===== src/rtl/clock_pkg.sv =====
// Shared state encoding, BCD limits and the BCD step helper for the digital clock controller.
package clock_pkg;

    typedef enum logic [2:0] {
        RUN      = 3'd0,
        SET_HOUR = 3'd1,
        SET_MIN  = 3'd2,
        SET_AH   = 3'd3,
        SET_AM   = 3'd4
    } clk_state_e;

    localparam logic [7:0] BCD_MAX_MIN  = 8'h59;
    localparam logic [7:0] BCD_MAX_HOUR = 8'h23;

    // Steps a packed BCD value by one and wraps to 00 after reaching limit.
    function automatic logic [7:0] bcd_inc(input logic [7:0] value, input logic [7:0] limit);
        logic [7:0] result;
        if (value == limit) begin
            result = 8'h00;
        end else if (value[3:0] == 4'd9) begin
            result = {value[7:4] + 4'd1, 4'd0};
        end else begin
            result = {value[7:4], value[3:0] + 4'd1};
        end
        return result;
    endfunction

endpackage


===== src/rtl/key_edge.sv =====
// Key conditioner: two-flop synchroniser, one delay flop and a registered one-cycle rising-edge pulse.
module key_edge (
    input  logic clk,
    input  logic reset,
    input  logic key,
    output logic pulse
);

    logic sync1_q;
    logic sync2_q;
    logic dly_q;
    logic pulse_q;
    logic pulse_d;

    always_comb begin
        pulse_d = sync2_q & ~dly_q;
    end

    always_ff @(posedge clk or negedge reset) begin
        if (!reset) begin
            sync1_q <= 1'b0;
            sync2_q <= 1'b0;
            dly_q   <= 1'b0;
            pulse_q <= 1'b0;
        end else begin
            sync1_q <= key;
            sync2_q <= sync1_q;
            dly_q   <= sync2_q;
            pulse_q <= pulse_d;
        end
    end

    assign pulse = pulse_q;

endmodule


===== src/rtl/clock_ctrl.sv =====
// Digital clock controller: 1 Hz prescaler, counter enables, time/alarm set FSM and alarm ring timer.
module clock_ctrl
    import clock_pkg::*;
#(
    parameter int unsigned TICK_DIV  = 50000000,
    parameter int unsigned RING_SECS = 60
) (
    input  logic       clk,
    input  logic       reset,
    input  logic       key_mode,
    input  logic       key_inc,
    input  logic       alarm_en,
    input  logic [7:0] sec_bcd,
    input  logic [7:0] min_bcd,
    input  logic [7:0] hour_bcd,
    output logic       sec_en,
    output logic       min_en,
    output logic       hour_en,
    output logic       sec_clr,
    output logic       tick_1hz,
    output logic [7:0] alarm_hour,
    output logic [7:0] alarm_min,
    output logic       alarm_ring,
    output logic [2:0] mode
);

    localparam int unsigned    CNT_W     = (TICK_DIV > 1) ? $clog2(TICK_DIV) : 1;
    localparam logic [CNT_W-1:0] CNT_LAST = CNT_W'(TICK_DIV - 1);
    localparam logic [7:0]     RING_LOAD = 8'(RING_SECS);

    clk_state_e       state_q, state_d;
    logic [CNT_W-1:0] cnt_q, cnt_d;
    logic [7:0]       alarm_hour_q, alarm_hour_d;
    logic [7:0]       alarm_min_q, alarm_min_d;
    logic [7:0]       ring_cnt_q, ring_cnt_d;
    logic             ring_q, ring_d;
    logic             hour_set_q, hour_set_d;
    logic             min_set_q, min_set_d;
    logic             sec_clr_q, sec_clr_d;
    logic             aen_sync1_q, aen_sync2_q;

    logic mode_p;
    logic inc_p;
    logic run;
    logic tick;
    logic set_inc;
    logic sec_wrap;
    logic min_wrap;
    logic ring_start;
    logic ring_cancel;

    key_edge u_key_mode (
        .clk   (clk),
        .reset (reset),
        .key   (key_mode),
        .pulse (mode_p)
    );

    key_edge u_key_inc (
        .clk   (clk),
        .reset (reset),
        .key   (key_inc),
        .pulse (inc_p)
    );

    assign run      = (state_q == RUN);
    assign tick     = run && (cnt_q == CNT_LAST);
    assign set_inc  = inc_p && !mode_p;
    assign sec_wrap = (sec_bcd == BCD_MAX_MIN);
    assign min_wrap = (min_bcd == BCD_MAX_MIN);

    assign ring_start  = tick && aen_sync2_q && (sec_bcd == 8'h00) &&
                         (hour_bcd == alarm_hour_q) && (min_bcd == alarm_min_q);
    assign ring_cancel = (inc_p && run) || !aen_sync2_q || mode_p;

    always_comb begin
        case (state_q)
            RUN:      state_d = mode_p ? SET_HOUR : RUN;
            SET_HOUR: state_d = mode_p ? SET_MIN  : SET_HOUR;
            SET_MIN:  state_d = mode_p ? SET_AH   : SET_MIN;
            SET_AH:   state_d = mode_p ? SET_AM   : SET_AH;
            SET_AM:   state_d = mode_p ? RUN      : SET_AM;
            default:  state_d = RUN;
        endcase
    end

    // A mode pulse out of RUN already zeroes the prescaler so SET states never see a stale count.
    always_comb begin
        cnt_d = '0;
        if (run && !mode_p) begin
            cnt_d = (cnt_q == CNT_LAST) ? '0 : cnt_q + CNT_W'(1);
        end
    end

    always_comb begin
        hour_set_d   = set_inc && (state_q == SET_HOUR);
        min_set_d    = set_inc && (state_q == SET_MIN);
        sec_clr_d    = mode_p && (state_q == SET_MIN);
        alarm_hour_d = alarm_hour_q;
        alarm_min_d  = alarm_min_q;
        if (set_inc && (state_q == SET_AH)) begin
            alarm_hour_d = bcd_inc(alarm_hour_q, BCD_MAX_HOUR);
        end
        if (set_inc && (state_q == SET_AM)) begin
            alarm_min_d = bcd_inc(alarm_min_q, BCD_MAX_MIN);
        end
    end

    // Cancel outranks a coincident start; the ring ends one cycle after the count reaches zero.
    always_comb begin
        ring_d     = ring_q;
        ring_cnt_d = ring_cnt_q;
        if (ring_cancel) begin
            ring_d     = 1'b0;
            ring_cnt_d = 8'd0;
        end else if (ring_start) begin
            ring_d     = 1'b1;
            ring_cnt_d = RING_LOAD;
        end else if (ring_q) begin
            if (ring_cnt_q == 8'd0) begin
                ring_d = 1'b0;
            end else if (tick) begin
                ring_cnt_d = ring_cnt_q - 8'd1;
            end
        end
    end

    always_ff @(posedge clk or negedge reset) begin
        if (!reset) begin
            state_q      <= RUN;
            cnt_q        <= '0;
            alarm_hour_q <= 8'h00;
            alarm_min_q  <= 8'h00;
            ring_cnt_q   <= 8'd0;
            ring_q       <= 1'b0;
            hour_set_q   <= 1'b0;
            min_set_q    <= 1'b0;
            sec_clr_q    <= 1'b0;
            aen_sync1_q  <= 1'b0;
            aen_sync2_q  <= 1'b0;
        end else begin
            state_q      <= state_d;
            cnt_q        <= cnt_d;
            alarm_hour_q <= alarm_hour_d;
            alarm_min_q  <= alarm_min_d;
            ring_cnt_q   <= ring_cnt_d;
            ring_q       <= ring_d;
            hour_set_q   <= hour_set_d;
            min_set_q    <= min_set_d;
            sec_clr_q    <= sec_clr_d;
            aen_sync1_q  <= alarm_en;
            aen_sync2_q  <= aen_sync1_q;
        end
    end

    assign tick_1hz   = tick;
    assign sec_en     = tick;
    assign min_en     = (tick && sec_wrap) || min_set_q;
    assign hour_en    = (tick && sec_wrap && min_wrap) || hour_set_q;
    assign sec_clr    = sec_clr_q;
    assign alarm_hour = alarm_hour_q;
    assign alarm_min  = alarm_min_q;
    assign alarm_ring = ring_q;
    assign mode       = state_q;

endmodule


===== config.mk =====
export PLATFORM = sky130hd
export DESIGN_NAME = clock_ctrl
export DESIGN_NICKNAME = d
export VERILOG_FILES = /design/src/rtl/clock_pkg.sv /design/src/rtl/key_edge.sv /design/src/rtl/clock_ctrl.sv
export SDC_FILE = /design/constraint.sdc
export NUM_CORES = 1
export LEC_CHECK = 0
export BUFFER_PORTS_ARGS = -buffer_cell sky130_fd_sc_hd__buf_4
export CORE_MARGIN = 2
export CORE_UTILIZATION = 26
export CTS_CLUSTER_SIZE = 12
export DETAILED_ROUTE_END_ITERATION = 7
export GPL_ROUTABILITY_DRIVEN = 0
export HOLD_SLACK_MARGIN = 0.08
export SLEW_MARGIN = 20
export SYNTH_ARGS = -nofsm -noshare
export SYNTH_HDL_FRONTEND = slang
export SYNTH_HIERARCHICAL = 1
export SYNTH_SLANG_ARGS = --single-unit

===== constraint.sdc =====
create_clock -name clk -period 3.8 [get_ports clk]
set_input_delay 0.76 -clock clk [delete_from_list [all_inputs] [get_ports clk]]
set_output_delay 0.76 -clock clk [all_outputs]
set_load 0.03 [all_outputs]

==> tab_implementation.tex, run 1 <==
\begin{tabular}{lr}
\hline
Metric & Value \\
\hline
\multicolumn{2}{l}{\textbf{Run status}} \\
\quad Status & complete, no violations \\
\multicolumn{2}{l}{\textbf{Logic synthesis}} \\
\quad Compound-Gate Fraction of Synth Area & 0.08071 \\
\quad Share of the synthesized area in the top cell type & 0.4743 \\
\quad Sequential fraction of the synthesis area & 0.4743 \\
\quad Dominant combinational cell family by area after synthesis & simple AND/OR/NAND/NOR gates \\
\quad Number of synthesized flops with an enable pin & 0 \\
\quad Simple-Gate Fraction of Synth Area & 0.2630 \\
\quad Number of distinct standard cells referenced by the synthesized netlist & 51 \\
\quad Register bit count reported by yosys & 67 \\
\quad Synthesized net count & 394 \\
\quad Cells taking the most area after synthesis & sky130\_fd\_sc\_hd\_\_dfrtp\_1 47\%, sky130\_fd\_sc\_hd\_\_xnor2\_1 9.4\%, sky130\_fd\_sc\_hd\_\_nor2\_1 4.0\% \\
\quad Per-instance average area after synthesis & 9.985 um2 \\
\quad Cell area after synthesis & 3535 um2 \\
\quad Synthesized-area fraction occupied by xor and xnor cells & 0.1115 \\
\quad Multiplexer fraction of the synthesized cell area & 0.006018 \\
\quad Yosys warning count & 6 \\
\quad Post-synthesis adder-cell area fraction & 0.03894 \\
\quad Largest area contributor in the synthesized netlist & sky130\_fd\_sc\_hd\_\_dfrtp\_1 \\
\quad Async set-reset flop share out of synthesis & 1.000 \\
\quad Top FF cell, synth & sky130\_fd\_sc\_hd\_\_dfrtp\_1 \\
\quad Number of instances in the synthesized netlist & approximately 350 \\
\multicolumn{2}{l}{\textbf{Floorplan}} \\
\quad Core footprint & 13240 um2 \\
\quad Die boundary height & approximately 120 um \\
\quad Initial core utilization & 0.2669 \\
\quad Die outline area & 14540 um2 \\
\quad Boundary pin count & 54 \\
\quad Site row count & 42 \\
\quad Die boundary width & 120.6 um \\
\multicolumn{2}{l}{\textbf{Power}} \\
\quad Pwr dens & 511.1 nW/um2 \\
\quad Lkg Pwr & 1.925 nW \\
\quad Maximum vdd drop & 0.2548 mV \\
\quad Total power of the final layout & $\sim$2.3 mW \\
\multicolumn{2}{l}{\textbf{Final layout}} \\
\quad Sequential cell area & 1677 um2 \\
\quad Area growth syn-to-layout & 27.79\% \\
\quad Multi-input logic area & roughly 1800 um2 \\
\quad Layout cell share with drive strength beyond 1 & 0.2043 \\
\quad Post-route cell area & 4517 um2 \\
\quad Final net count & 451 \\
\quad Total of fill cells in the finished design & roughly 1400 \\
\quad Number of antenna cells inserted & 0 \\
\multicolumn{2}{l}{\textbf{Placement}} \\
\quad Cell area after placement & approximately 4100 um2 \\
\quad Final HPWL from detailed placement & 5712 um \\
\quad Number of input and output port buffers inserted & 53 \\
\multicolumn{2}{l}{\textbf{Critical path}} \\
\quad Number of cells on the worst reg-to-reg path & 5 \\
\quad Depth of the critical timing path with buffers and inverters included & 5 \\
\quad Largest driver fanout on the critical path & 10 \\
\quad Worst Path Required & 3.04 ns \\
\quad Slowest cell on crit path & sky130\_fd\_sc\_hd\_\_or4\_4 \\
\quad Element type at the critical path start & flip-flop \\
\quad Cell-by-cell trace of the critical path & or3\_4 > or4\_4 > or4\_4 > o21bai\_2 > buf\_4 \\
\quad Total buffers and inverters traversed by the critical path & 1 \\
\quad Critical Setup Path Class & reg -> out \\
\quad Register-to-register path setup slack & $\sim$1.4 ns \\
\quad Element type at the critical path end & primary output \\
\quad CP delay by family, top & simple AND/OR/NAND/NOR gates \\
\quad Worst stage delay on the critical path & roughly 0.61 ns \\
\quad CP most frequent cell & sky130\_fd\_sc\_hd\_\_or4\_4 \\
\quad Endpoint arrival time on the critical path & roughly 2.7 ns \\
\multicolumn{2}{l}{\textbf{Clock tree}} \\
\quad Clock insertion delay at the later pin of the skew report & roughly 0.33 ns \\
\quad TritonCTS clock tree & built \\
\quad Worst-path clk slew & 0.05 ns \\
\quad Total of cells resized after clock tree synthesis & 0 \\
\quad Setup bufs post-CTS & 0 \\
\quad Library cell used as clock root buffer & sky130\_fd\_sc\_hd\_\_clkbuf\_16 \\
\quad Maximum level of the CTS H-tree & 3 \\
\quad Count of hold buffers inserted by post-cts repair & 0 \\
\quad Clk sinks & 67 \\
\quad Clock Path Buffers & 2 \\
\quad Number of clock buffers inserted by TritonCTS & 9 \\
\multicolumn{2}{l}{\textbf{Detailed routing}} \\
\quad Average wire length per cell after detail routing & approximately 13 um \\
\quad Overall routed net length & 7977 um \\
\quad Pre-antenna DRT Iters & 7 \\
\quad DRC errors left & 0 \\
\quad Via count normalized by instance count & 4.735 \\
\quad Number of antenna-violating nets in the routed design & 0 \\
\quad DRT iter0 DRCs & 107 \\
\quad Count of vias placed by the detailed router & approximately 2800 \\
\multicolumn{2}{l}{\textbf{Global route}} \\
\quad GR Util All Layers & 0.1151 \\
\quad Pin count of the biggest net entering global routing & 68 \\
\quad Leftover overflow at the end of global routing & 0 \\
\quad Initial antenna violation count & 0 \\
\quad First-pass GRT wire length & 13080 um \\
\quad Via count of the first global-routing pass & around 2700 \\
\multicolumn{2}{l}{\textbf{STA}} \\
\quad Setup Total Neg Slack & 0 ns \\
\quad Tightest Pin Transition & 0.8656 ns \\
\quad Clock period minus worst slack & about 3.5 ns \\
\quad Portion of the clock cycle consumed by the worst path in the final layout & 0.9142 \\
\quad Final Slew Violations & 0 \\
\quad Final-report setup violation count & 0 \\
\quad Worst max-slew margin expressed relative to the limit & 0.4229 \\
\quad Unrepaired setup endpoints after global routing & false \\
\quad Clk\_skew & 0.004592 ns \\
\quad Maximum operating frequency & 287.9 MHz \\
\quad Endpoints failing hold & 0 \\
\multicolumn{2}{l}{\textbf{Worst hold path}} \\
\quad Worst hold path cell count & 0 \\
\quad Worst hold path class & reg -> reg \\
\multicolumn{2}{l}{\textbf{Job}} \\
\quad Maximum Capacitance Violations & 0 \\
\hline
\end{tabular}
[report_power, final]
part / switching [mW] / internal, mW
Sequential: 0.0742 / 0.761
Clock: 0.314 / 0.794
Combinational: 0.221 / 0.145
[layout make-up]
| class | count | share of cell area |
|---|---|---|
| clock inverter | 6 | 0.03518 |
| sequential | 67 | 0.3712 |
| inverter | 13 | 0.01080 |
| timing repair buffer | 54 | 0.08975 |
| clock buffer | 10 | 0.05291 |
| multi-input combinational | 266 | 0.3914 |
| tap | 176 | 0.04875 |
[synthesized netlist by cell type, types with 2 or more instances]
| master | count |
|---|---|
| sky130_fd_sc_hd__dfrtp_1 | 67 |
| sky130_fd_sc_hd__nor2_1 | 38 |
| sky130_fd_sc_hd__xnor2_1 | 38 |
| sky130_fd_sc_hd__nand2_1 | 20 |
| sky130_fd_sc_hd__o21ai_0 | 16 |
| sky130_fd_sc_hd__nand3_1 | 15 |
| sky130_fd_sc_hd__and3_1 | 13 |
| sky130_fd_sc_hd__inv_1 | 13 |
| sky130_fd_sc_hd__nor3_1 | 13 |
| sky130_fd_sc_hd__a21oi_1 | 12 |
| sky130_fd_sc_hd__ha_1 | 11 |
| sky130_fd_sc_hd__nand4_1 | 10 |
| sky130_fd_sc_hd__nor4_1 | 8 |
| sky130_fd_sc_hd__o31ai_1 | 7 |
| sky130_fd_sc_hd__or3_1 | 7 |
| sky130_fd_sc_hd__xor2_1 | 7 |
| sky130_fd_sc_hd__clkbuf_1 | 6 |
| sky130_fd_sc_hd__a21o_1 | 4 |
| sky130_fd_sc_hd__nand2b_1 | 4 |
| sky130_fd_sc_hd__nor3b_1 | 4 |
| sky130_fd_sc_hd__nor4bb_1 | 3 |
| sky130_fd_sc_hd__nor2b_1 | 2 |
| sky130_fd_sc_hd__nor2b_4 | 2 |
| sky130_fd_sc_hd__nor4b_1 | 2 |
| sky130_fd_sc_hd__o21ai_1 | 2 |
| sky130_fd_sc_hd__or2_2 | 2 |
| sky130_fd_sc_hd__or3b_2 | 2 |
| sky130_fd_sc_hd__or4_1 | 2 |
| sky130_fd_sc_hd__or4_4 | 2 |
[through the flow]
step | hold WS, ns | std cells | setup WS (ns) | util
after floorplan | 0.3312 | 354 | 0.5449 | -
after global placement | 0.3353 | 576 | 0.7040 | 0.3110
after detailed placement | 0.3364 | 576 | 0.6757 | 0.3110
after CTS | 0.3491 | 592 | 0.3122 | 0.3411
after global routing | 0.3539 | 592 | 0.2552 | 0.3411
final | 0.3525 | 592 | 0.3262 | 0.3411
[cells in the final DEF (no fill, tap or decap), types with 8 or more instances in the layout]
cell / Yosys / layout
sky130_fd_sc_hd__nand3_1: 15 / 15
sky130_fd_sc_hd__dfrtp_1: 67 / 67
sky130_fd_sc_hd__a21oi_1: 12 / 12
sky130_fd_sc_hd__and3_1: 13 / 13
sky130_fd_sc_hd__xnor2_1: 38 / 38
sky130_fd_sc_hd__nand2_1: 20 / 20
sky130_fd_sc_hd__o21ai_0: 16 / 16
sky130_fd_sc_hd__nor2_1: 38 / 38
sky130_fd_sc_hd__nand4_1: 10 / 10
sky130_fd_sc_hd__nor4_1: 8 / 8
sky130_fd_sc_hd__inv_1: 13 / 13
sky130_fd_sc_hd__clkbuf_16: 0 / 9
sky130_fd_sc_hd__buf_4: 1 / 54
sky130_fd_sc_hd__ha_1: 11 / 11
sky130_fd_sc_hd__nor3_1: 13 / 13
[per-layer routing]
layer	track usage	wire (um)
met5	0	0
met2	0.1744	3684
met4	0.06468	288
met1	0.1476	3575
met3	0.03208	429
[logic make-up after synthesis]
family / count (synthesis)
AO/OA/AOI/OAI: 47
flip-flops: 67
AND/OR/NAND/NOR: 161
buffers and inverters: 21
adder cells (fa/ha/maj): 11
multiplexers: 2
XOR/XNOR: 45
[registers in the layout (all words and copies together), names as in the netlist]
register and cells:
u_key_inc/pulse 1, mode 3, u_key_mode/dly_q 1, ring_cnt_q 8
u_key_inc/dly_q 1, u_key_mode/pulse 1, sec_clr 1, alarm_min 8
u_key_inc/sync2_q 1, alarm_ring 1, u_key_inc/sync1_q 1, aen_sync1_q 1
aen_sync2_q 1, hour_set_q 1, cnt_q 26, min_set_q 1
u_key_mode/sync2_q 1, alarm_hour 8, u_key_mode/sync1_q 1
[final timing paths]
path / to / from
min in group asynchronous: cnt_q[25] / reset
setup reg to reg: ring_cnt_q[6] / cnt_q[18]
hold reg to reg: u_key_inc/sync2_q / u_key_inc/sync1_q
setup / recovery: hour_en / mode[1]
hold / removal: u_key_inc/sync2_q / u_key_inc/sync1_q
max in group asynchronous: sec_clr / reset
No activity file was read; power rests on OpenSTA's default activity.
==> run 2: changes to the inputs <==
--- a/constraint.sdc
+++ b/constraint.sdc
@@ -3,2 +3,2 @@
 set_output_delay 0.76 -clock clk [all_outputs]
-set_load 0.03 [all_outputs]
+set_load 0.1 [all_outputs]
==> run 2 against run 1 <==
  * First-iteration DRC count increased by 74%
  * Global-route usage decreased by 0.071 points
  * Sequential power increased by 0.6%
  * Routed wire length decreased by 2.2%
  * Critical path type unchanged
  * Largest power group is now sequential cells
==> tab_implementation.tex, run 2 (same netlist as run 1, synthesis figures left out) <==
\begin{tabular}{lr}
\hline
Metric & Value \\
\hline
\multicolumn{2}{l}{\textbf{Critical path}} \\
\quad Critical Setup Path Class & reg -> out \\
\quad Largest driver fanout on the critical path & 10 \\
\quad Slowest cell on crit path & sky130\_fd\_sc\_hd\_\_or4\_4 \\
\quad Cell-by-cell trace of the critical path & or3\_4 > or4\_4 > or4\_4 > o21bai\_4 > buf\_4 \\
\quad Worst stage delay on the critical path & 0.62 ns \\
\quad Element type at the critical path end & primary output \\
\quad Register-to-register path setup slack & 1.53 ns \\
\quad Worst Path Required & 3.04 ns \\
\quad Element type at the critical path start & flip-flop \\
\quad Endpoint arrival time on the critical path & 2.83 ns \\
\quad CP most frequent cell & sky130\_fd\_sc\_hd\_\_or4\_4 \\
\multicolumn{2}{l}{\textbf{Final layout}} \\
\quad Area growth syn-to-layout & 25.66\% \\
\quad Max FFs per register & 26 \\
\quad Commonest cells after routing, fill and taps aside & 65 x sky130\_fd\_sc\_hd\_\_dfrtp\_1, 55 x sky130\_fd\_sc\_hd\_\_buf\_4, 38 x sky130\_fd\_sc\_hd\_\_xnor2\_1 \\
\quad Most common cell after layout, fill and taps aside & sky130\_fd\_sc\_hd\_\_dfrtp\_1 \\
\quad Layout cell share with drive strength beyond 1 & 0.2158 \\
\quad Number of antenna cells inserted & 0 \\
\quad Register name with the most flops & cnt\_q \\
\quad Final net count & 452 \\
\multicolumn{2}{l}{\textbf{STA}} \\
\quad Endpoints failing hold & 0 \\
\quad Clock period minus worst slack & $\sim$3.6 ns \\
\quad Final Slew Violations & 0 \\
\quad Smallest hold slack & 0.3520 ns \\
\quad Worst Setup Slack, final & 0.2142 ns \\
\quad Final-report setup violation count & 0 \\
\quad Clk\_skew & about 0.0075 ns \\
\quad Unrepaired setup endpoints after global routing & false \\
\quad Portion of the clock cycle consumed by the worst path in the final layout & 0.9436 \\
\quad Maximum operating frequency & approximately 280 MHz \\
\quad Worst max-slew margin expressed relative to the limit & 0.4405 \\
\quad Tightest Pin Transition & 0.8392 ns \\
\multicolumn{2}{l}{\textbf{Detailed routing}} \\
\quad Number of antenna-violating nets in the routed design & 0 \\
\quad Count of vias placed by the detailed router & 2774 \\
\quad DRC errors left & 0 \\
\quad DRT iter0 DRCs & 186 \\
\quad Average wire length per cell after detail routing & 13.16 um \\
\quad Overall routed net length & 7803 um \\
\quad Pre-antenna DRT Iters & 4 \\
\quad Via count normalized by instance count & 4.678 \\
\multicolumn{2}{l}{\textbf{Floorplan}} \\
\quad Die boundary width & 120.6 um \\
\quad Boundary pin count & 54 \\
\quad Site row count & 42 \\
\quad Core footprint & 13240 um2 \\
\quad Die boundary height & 120.6 um \\
\quad Die outline area & 14540 um2 \\
\quad Initial core utilization & 0.2669 \\
\multicolumn{2}{l}{\textbf{Global route}} \\
\quad GR Util All Layers & 0.1144 \\
\quad Via count of the first global-routing pass & $\sim$2700 \\
\quad First-pass GRT wire length & 13230 um \\
\quad Initial antenna violation count & 0 \\
\quad Pin count of the biggest net entering global routing & 68 \\
\quad Leftover overflow at the end of global routing & 0 \\
\multicolumn{2}{l}{\textbf{Clock tree}} \\
\quad Clock Path Buffers & 2 \\
\quad Clock insertion delay at the later pin of the skew report & 0.33 ns \\
\quad Count of hold buffers inserted by post-cts repair & 0 \\
\quad Maximum level of the CTS H-tree & 3 \\
\quad TritonCTS clock tree & built \\
\quad Setup bufs post-CTS & 0 \\
\quad Number of clock buffers inserted by TritonCTS & 9 \\
\quad Worst-path clk slew & 0.06 ns \\
\quad Clk sinks & 67 \\
\quad Library cell used as clock root buffer & sky130\_fd\_sc\_hd\_\_clkbuf\_16 \\
\quad Total of cells resized after clock tree synthesis & 0 \\
\multicolumn{2}{l}{\textbf{Placement}} \\
\quad Final HPWL from detailed placement & 5584 um \\
\quad Number of input and output port buffers inserted & 53 \\
\quad Place WS & 0.5697 ns \\
\multicolumn{2}{l}{\textbf{Job}} \\
\quad Maximum Capacitance Violations & 0 \\
\multicolumn{2}{l}{\textbf{Power}} \\
\quad Lkg Pwr & 1.872 nW \\
\quad Pwr dens & 499.3 nW/um2 \\
\quad Maximum vdd drop & 0.1947 mV \\
\multicolumn{2}{l}{\textbf{Run status}} \\
\quad Status & complete, no violations \\
\multicolumn{2}{l}{\textbf{Worst hold path}} \\
\quad Worst hold path class & reg -> reg \\
\hline
\end{tabular}
## run 2: cell count changes in the layout (fill, tap and decap cells not counted), sizes merged
cell / before / now
inv: 14 / 15
bufinv: 5 / 1
clkbuf: 10 / 9
buf: 54 / 55
clkinvlp: 0 / 3
clkinv: 0 / 1
## run 2: per-layer routing
layer  routed length [um]  global-route usage
met5                    0                   0
met4                  142             0.05015
met3                  400             0.03019
met2                 3680              0.1787
met1                 3579              0.1491
## run 2: report_power, final
part           switching, mW  internal, mW  leakage (nW)  total, mW
Sequential            0.0763         0.763         0.905      0.840
Clock                  0.325         0.511         0.138      0.835
Combinational          0.395         0.148         0.829      0.543
Total                  0.796          1.42          1.87       2.22
## run 2: worst paths after layout
kind | startpoint | depth (start not counted) | to
setup / recovery | mode[1] | 5 | hour_en
max in group asynchronous | reset | 1 | mode[0]
hold reg to reg | u_key_inc/sync1_q | 0 | u_key_inc/sync2_q
setup reg to reg | cnt_q[18] | 5 | ring_cnt_q[6]
min in group asynchronous | reset | 1 | cnt_q[22]
hold / removal | u_key_inc/sync1_q | 0 | u_key_inc/sync2_q
## run 2: critical path: cells and delay by family (launching register included)
kind / cells / cell delay, ns
AO/OA/AOI/OAI: 1 / 0.12
buffers and inverters: 1 / 0.30
flip-flops: 1 / 0.45
AND/OR/NAND/NOR: 3 / 1.63
## run 2: through the flow
step,power [mW],cell area [um2],util,setup TNS [ns],cells
global route,2.323,4442,0.3354,0,593
detailed placement,1.400,4141,0.3127,0,577
finish,2.218,4442,0.3354,0,593
global placement,1.394,4141,0.3127,0,577
floorplan,1.241,3550,-,-0.1379,354
CTS,2.249,4442,0.3354,0,593
## run 2: area by class of cell
type	count	area, um2
multi-input cells	266	1780
well taps	176	220.2
clock inverters	7	75.07
repair buffers	55	412.9
fillers	1358	8801
clock buffers	9	225.2
inverters	13	48.80
flip-flops and latches	67	1679
